## src/rtl/load_port_responder.sv

```systemverilog
// Fully-associative buffer of 64-bit words that answers a dcache-style load port.
// Load misses are fetched through a level-held fill request. Stores merge only into entries that hit.
module load_port_responder #(
  parameter int NUM_ENTRIES        = 4,
  parameter int DCACHE_INDEX_WIDTH = 12,
  parameter int DCACHE_TAG_WIDTH   = 44,
  localparam int REQ_WIDTH  = DCACHE_INDEX_WIDTH + DCACHE_TAG_WIDTH + 64 + 14,
  localparam int RESP_WIDTH = 66,
  localparam int ADDR_WIDTH = DCACHE_TAG_WIDTH + DCACHE_INDEX_WIDTH
) (
  input  logic                  clk,
  input  logic                  rst_i,
  input  logic [REQ_WIDTH-1:0]  req_i,
  output logic [RESP_WIDTH-1:0] resp_o,
  output logic                  fill_req_o,
  output logic [ADDR_WIDTH-1:0] fill_addr_o,
  input  logic                  fill_valid_i,
  input  logic [63:0]           fill_data_i,
  output logic [31:0]           hit_cnt_o,
  output logic [31:0]           miss_cnt_o
);

  localparam int IW    = DCACHE_INDEX_WIDTH;
  localparam int TW    = DCACHE_TAG_WIDTH;
  localparam int KEY_W = ADDR_WIDTH - 3;
  localparam int PTR_W = $clog2(NUM_ENTRIES);

  typedef enum logic [1:0] {IDLE, TAG, FILL} state_t;

  state_t state;

  logic [IW-1:0] address_index;
  logic [TW-1:0] address_tag;
  logic [63:0]   data_wdata;
  logic          data_req;
  logic          data_we;
  logic [7:0]    data_be;
  logic [1:0]    data_size;
  logic          kill_req;
  logic          tag_valid;

  logic        data_gnt;
  logic        data_rvalid;
  logic [63:0] data_rdata;

  logic [IW-1:0] cap_index;
  logic          cap_we;
  logic [63:0]   cap_wdata;
  logic [7:0]    cap_be;

  logic [NUM_ENTRIES-1:0] valid;
  logic [KEY_W-1:0]       entry_key  [NUM_ENTRIES];
  logic [63:0]            entry_data [NUM_ENTRIES];
  logic [PTR_W-1:0]       ptr;
  logic                   kill_seen;

  logic [KEY_W-1:0] lookup_key;
  logic             hit;
  logic [PTR_W-1:0] hit_idx;
  logic [63:0]      hit_data;
  logic [63:0]      merged_data;
  logic             unused_bits;

  assign {address_index, address_tag, data_wdata, data_req, data_we,
          data_be, data_size, kill_req, tag_valid} = req_i;
  assign resp_o      = {data_gnt, data_rvalid, data_rdata};
  assign data_gnt    = (state == IDLE) && data_req;
  assign unused_bits = ^{data_size, cap_index[2:0]};

  // The tag arrives in the TAG cycle; the index was captured at grant time.
  assign lookup_key = {address_tag, cap_index[IW-1:3]};

  function automatic logic [31:0] sat_inc(input logic [31:0] value);
    return (value == 32'hFFFF_FFFF) ? value : value + 32'd1;
  endfunction

  always_comb begin
    hit      = 1'b0;
    hit_idx  = '0;
    hit_data = '0;
    for (int i = 0; i < NUM_ENTRIES; i++) begin
      if (valid[i] && (entry_key[i] == lookup_key)) begin
        hit      = 1'b1;
        hit_idx  = PTR_W'(i);
        hit_data = entry_data[i];
      end
    end
  end

  always_comb begin
    merged_data = hit_data;
    for (int b = 0; b < 8; b++) begin
      if (cap_be[b]) merged_data[8*b +: 8] = cap_wdata[8*b +: 8];
    end
  end

  // rvalid/rdata default low each cycle, so a response lasts exactly one cycle.
  always_ff @(posedge clk or posedge rst_i) begin
    if (rst_i) begin
      state       <= IDLE;
      valid       <= '0;
      ptr         <= '0;
      kill_seen   <= 1'b0;
      fill_req_o  <= 1'b0;
      fill_addr_o <= '0;
      data_rvalid <= 1'b0;
      data_rdata  <= '0;
      hit_cnt_o   <= '0;
      miss_cnt_o  <= '0;
      cap_index   <= '0;
      cap_we      <= 1'b0;
      cap_wdata   <= '0;
      cap_be      <= '0;
      for (int i = 0; i < NUM_ENTRIES; i++) begin
        entry_key[i]  <= '0;
        entry_data[i] <= '0;
      end
    end else begin
      data_rvalid <= 1'b0;
      data_rdata  <= '0;
      case (state)
        IDLE: begin
          if (data_gnt) begin
            cap_index <= address_index;
            cap_we    <= data_we;
            cap_wdata <= data_wdata;
            cap_be    <= data_be;
            state     <= TAG;
          end
        end
        TAG: begin
          if (tag_valid) begin
            if (kill_req) begin
              state <= IDLE;
            end else if (cap_we) begin
              if (hit) entry_data[hit_idx] <= merged_data;
              state <= IDLE;
            end else if (hit) begin
              data_rvalid <= 1'b1;
              data_rdata  <= hit_data;
              hit_cnt_o   <= sat_inc(hit_cnt_o);
              state       <= IDLE;
            end else begin
              miss_cnt_o  <= sat_inc(miss_cnt_o);
              fill_addr_o <= {lookup_key, 3'b000};
              fill_req_o  <= 1'b1;
              kill_seen   <= 1'b0;
              state       <= FILL;
            end
          end
        end
        FILL: begin
          if (kill_req) kill_seen <= 1'b1;
          // A killed fill still allocates; it only suppresses the response.
          if (fill_valid_i) begin
            entry_key[ptr]  <= fill_addr_o[ADDR_WIDTH-1:3];
            entry_data[ptr] <= fill_data_i;
            valid[ptr]      <= 1'b1;
            ptr             <= ptr + PTR_W'(1);
            fill_req_o      <= 1'b0;
            if (!(kill_seen || kill_req)) begin
              data_rvalid <= 1'b1;
              data_rdata  <= fill_data_i;
            end
            state <= IDLE;
          end
        end
        default: state <= IDLE;
      endcase
    end
  end

endmodule

```

## config.mk

```make
export PLATFORM = sky130hd
export DESIGN_NAME = load_port_responder
export DESIGN_NICKNAME = d
export VERILOG_FILES = /design/src/rtl/load_port_responder.sv
export SDC_FILE = /design/constraint.sdc
export NUM_CORES = 2
export LEC_CHECK = 0
export CAP_MARGIN = 20
export CORE_UTILIZATION = 58
export CTS_CLUSTER_DIAMETER = 150
export DETAILED_ROUTE_END_ITERATION = 8
export GPL_TIMING_DRIVEN = 0
export PLACE_DENSITY = 0.87
export RECOVER_POWER = 25
export SLEW_MARGIN = 20
export SYNTH_ARGS = -nofsm -noshare
export SYNTH_HDL_FRONTEND = slang
export SYNTH_SLANG_ARGS = --single-unit
```

## constraint.sdc

```tcl
create_clock -name clk -period 36.4 [get_ports clk]
set_input_delay 7.28 -clock clk [delete_from_list [all_inputs] [get_ports clk]]
set_output_delay 7.28 -clock clk [all_outputs]
set_load 0.02 [all_outputs]
```

==> reports/summary.log <==
qor: run_status.outcome finished, violations left
qor: logic_synthesis.seq_area_frac_synth 46.8%
qor: worst_setup_path.category_of_the_critical_setup_timing_path primary input to output pin
qor: routing.drc 0
qor: floorplan.design.portCount 388
qor: worst_setup_path.critPathBufInv 6
qor: worst_setup_path.required_arrival_time_at_the_worst_endpoint 29.12 ns
qor: worst_setup_path.critPathCapture resp_o[65]
qor: routing.route.final.wire_length 152000 µm
qor: logic_synthesis.async_reset_ff_share 100%
qor: routing.detail-route-antenna-nets 0
qor: layout.area_growth 18.7%
qor: sta.final_skew 0.0313 ns
qor: clock_network.cts_resized 0
qor: logic_synthesis.synth_cell_types 79
qor: logic_synthesis.synth.yosys.warnings 0
qor: sta.setup_repair_after_global_routing_missed_its_margin no
qor: floorplan.total_number_of_placement_rows 95
qor: worst_setup_path.cp_top_family buffers and inverters
qor: sta.tightestPinTransition 5.25 ns
qor: logic_synthesis.synth_top_cell_area_share 46.8%
qor: layout.num-nets-final 4721
qor: logic_synthesis.synth-edff-count 0
qor: floorplan.initial_core_util 58.9%
qor: global_route.vias_in_the_first_global_route 36200
qor: sta.fin_max_slew_vios 543
qor: logic_synthesis.synth_seq_cells 742
qor: sta.setup-violations-final 0
qor: flow_run.max_cap_violations 7
qor: clock_network.cts.root.buffer_cell sky130_fd_sc_hd__clkbuf_16
qor: power_and_ir_drop.powerDensity 68.9 nW/µm²
qor: worst_setup_path.worstPathArrival 10.84 ns
qor: clock_network.postCtsHoldBufs 0
qor: logic_synthesis.dominantRegCellSynth sky130_fd_sc_hd__dfrtp_1
qor: floorplan.design.die.area 69500 µm²
qor: logic_synthesis.synth.avg_cell_area 9.74 µm²
qor: routing.route.detailed.wl_per_inst 27.8 µm
qor: placement.post-dp-hpwl 107000 µm
qor: worst_setup_path.worst_path_max_stage_delay 0.93 ns
qor: clock_network.cts_buffer_depth 3
qor: global_route.grt_antenna_before_repair 17
qor: routing.num_vias 37000
qor: sta.timing.hold.ws 0.486 ns
qor: power_and_ir_drop.combPwrFrac 35.4%
qor: worst_setup_path.slowest_stage sky130_fd_sc_hd__clkbuf_1
qor: power_and_ir_drop.seqPwrFrac 38.7%
qor: sta.finalCriticalPeriod 18.12 ns
qor: clock_network.cts_made_buffers 80
qor: routing.vias_per_cell 6.78
qor: sta.fmax 55.2 MHz
qor: power_and_ir_drop.totalPowerFinal 3.24 mW
qor: worst_setup_path.rrSetupSlack 30.40 ns
qor: clock_network.cts.clk_slew.worst_paths 0.06 ns
qor: worst_setup_path.r2r.worst_path.cells 11
qor: power_and_ir_drop.p_sw 1.30 mW
qor: run_status.violated_checks max-capacitance violations, max-slew violations
qor: placement.gp_routability_congestion 1.03
qor: clock_network.cts-htree-levels 3
qor: clock_network.clkSinkCount 742
qor: global_route.grt_pass1_wl 227000 µm
qor: worst_setup_path.timing.critical_path.fanout_max 10
qor: logic_synthesis.synthCells 4074
qor: sta.timing.final.hold_violations 0
qor: hold_path.timing.hold.worst.class flop to flop
qor: global_route.global_route.usage.total 43.2%
qor: clock_network.buffers_inserted_during_post_cts_setup_optimization 0
qor: worst_setup_path.worst_r2r_endpoint entry_data[8]
qor: clock_network.tritoncts_clock_tree yes
qor: worst_setup_path.worstPathCellList clkdlybuf4s50_1 > and2_1 > clkbuf_1 > clkbuf_1 > clkbuf_2 > buf_4 > clkdlybuf4s50_1
qor: power_and_ir_drop.p_leak 19.1 nW
qor: worst_setup_path.cp_startpoint req_i[13]
qor: sta.max_slew_margin -250%
qor: floorplan.die_height 264 µm
qor: sta.finalSetupTns 0 ns
qor: logic_synthesis.synth_top_area_cell sky130_fd_sc_hd__dfrtp_1
qor: sta.period_share 49.8%
qor: routing.firstDrtPassIters 9
qor: global_route.grt_remaining_overflow 0
qor: power_and_ir_drop.worst_vdd_rail_ir_drop 0.0677 mV
qor: worst_setup_path.worstReg2RegStart cap_index[7]
qor: power_and_ir_drop.sw_frac_of_total 40.0%
qor: placement.pre_cts_slack 18.50 ns
qor: logic_synthesis.netlist_top_cells_area sky130_fd_sc_hd__dfrtp_1 (47%), sky130_fd_sc_hd__mux2_2 (8.4%), sky130_fd_sc_hd__o21ai_0 (5.5%), sky130_fd_sc_hd__nand2_1 (4.8%), sky130_fd_sc_hd__xnor2_1 (4.1%)
qor: clock_network.clkLatencyLatePin 0.67 ns
qor: global_route.grt_max_degree 111
qor: routing.drt_first_iter_violations 5441
qor: floorplan.floorplan.core_area 67400 µm²
qor: logic_synthesis.mappedNetlistArea 39700 µm²
qor: worst_setup_path.worstSetupPathDepth 7
qor: worst_setup_path.timing.critical_path.to_type output pin
qor: placement.place.port_buffers 336
qor: worst_setup_path.startpoint_kind_of_the_worst_setup_timing_path primary input
qor: layout.layout-drive-gt1-share 12.7%
qor: sta.setup_slack 18.28 ns
qor: floorplan.dieWidth 264 µm
qor: power_and_ir_drop.intPower 1.95 mW
qor: power_and_ir_drop.power_frac_clock 25.9%
worst min path at each step:
stage / from / endpoint / slack (ns) / cells after the start
floorplan: valid[0] / valid[0] / 0.43 / 1
global placement: entry_data[90] / entry_data[90] / 0.47 / 2
detailed placement: hit_cnt_o[6] / hit_cnt_o[6] / 0.48 / 1
CTS: hit_cnt_o[6] / hit_cnt_o[6] / 0.49 / 1
global route: hit_cnt_o[8] / hit_cnt_o[8] / 0.52 / 1
finish: hit_cnt_o[6] / hit_cnt_o[6] / 0.49 / 1
layout make-up:
type,instances,area (µm²)
clock inverter,30,332
clock buffer,117,2320
antenna,5,12.5
sequential,742,18600
multi-input combinational,2887,19300
tap,873,1090
buffer,333,1530
timing repair buffer,353,3500
fill,5024,20300
inverter,114,429
through the flow:
stage | util [%] | instance area (µm²) | cells
final | 69.9 | 47100 | 5454
after global routing | 69.9 | 47100 | 5453
after CTS | 70.0 | 47200 | 5447
after detailed placement | 66.1 | 44500 | 5300
after global placement | 65.5 | 44200 | 5285
after floorplan | - | 39700 | 4076
cells in the mapped netlist, types with 65 or more instances:
cell type and instances:
sky130_fd_sc_hd__a21oi_1 262, sky130_fd_sc_hd__a22oi_1 65, sky130_fd_sc_hd__clkbuf_1 250, sky130_fd_sc_hd__dfrtp_1 742, sky130_fd_sc_hd__inv_1 113, sky130_fd_sc_hd__mux2_2 295
sky130_fd_sc_hd__mux2i_1 134, sky130_fd_sc_hd__nand2_1 505, sky130_fd_sc_hd__nand2b_1 82, sky130_fd_sc_hd__nand3_1 98, sky130_fd_sc_hd__nand4_1 93, sky130_fd_sc_hd__nor2b_1 77
sky130_fd_sc_hd__o2111ai_1 76, sky130_fd_sc_hd__o21ai_0 439, sky130_fd_sc_hd__o21ai_1 143, sky130_fd_sc_hd__xnor2_1 185
cells by family after synthesis:
logic type,count (synthesis),synth area share (%)
xor+xnor,239,5.29
mux,430,11.8
compound gates,1135,17.3
simple gates,1071,13.6
other cells,1,0.00945
flops,742,46.8
buf+inv,447,4.93
fa+ha+maj,9,0.284
registers in the layout (all words and copies together) (netlist names):
name,count
cap_we,1
fill_addr_o,53
state,2
entry_key,212
data_rdata,64
kill_seen,1
cap_index,9
valid,4
cap_wdata,64
data_rvalid,1
miss_cnt_o,32
cap_be,8
fill_req_o,1
entry_data,256
hit_cnt_o,32
ptr,2
power by group through the flow:
stage / Combinational, mW / Sequential (mW) / Clock (mW)
final: 1.15 / 1.26 / 0.841
after global routing: 1.20 / 1.27 / 0.869
after CTS: 1.10 / 1.24 / 0.838
after detailed placement: 1.09 / 1.25 / 0
after global placement: 1.06 / 1.24 / 0
after floorplan: 0.655 / 1.22 / 0
layout by cell type (no fill, tap or decap), drive strengths merged, types with 64 or more instances in the layout:
master         Yosys  routed
mux2i            134     134
inv              114     119
o21ai            582     582
dfrtp            742     742
buf               83      93
nand2            505     505
a21oi            263     263
o311ai            64      64
nand2b            82      82
clkbuf           250     374
nand4             94      94
nand3             98      98
o2111ai           76      76
clkdlybuf4s50      0     334
xnor2            185     185
nor2b             77      77
mux2             296     296
a22oi             65      65
layer usage:
metal  vias up  global-route usage [%]  share of wire [%]
met3       726                    15.5                 14
met5         -                       0              0.098
met4        22                    24.0                6.8
li1      15400                       -                  -
met1     17800                    54.5                 36
met2      2926                    64.5                 43
Note: power is estimated with default switching activity, not from simulation.
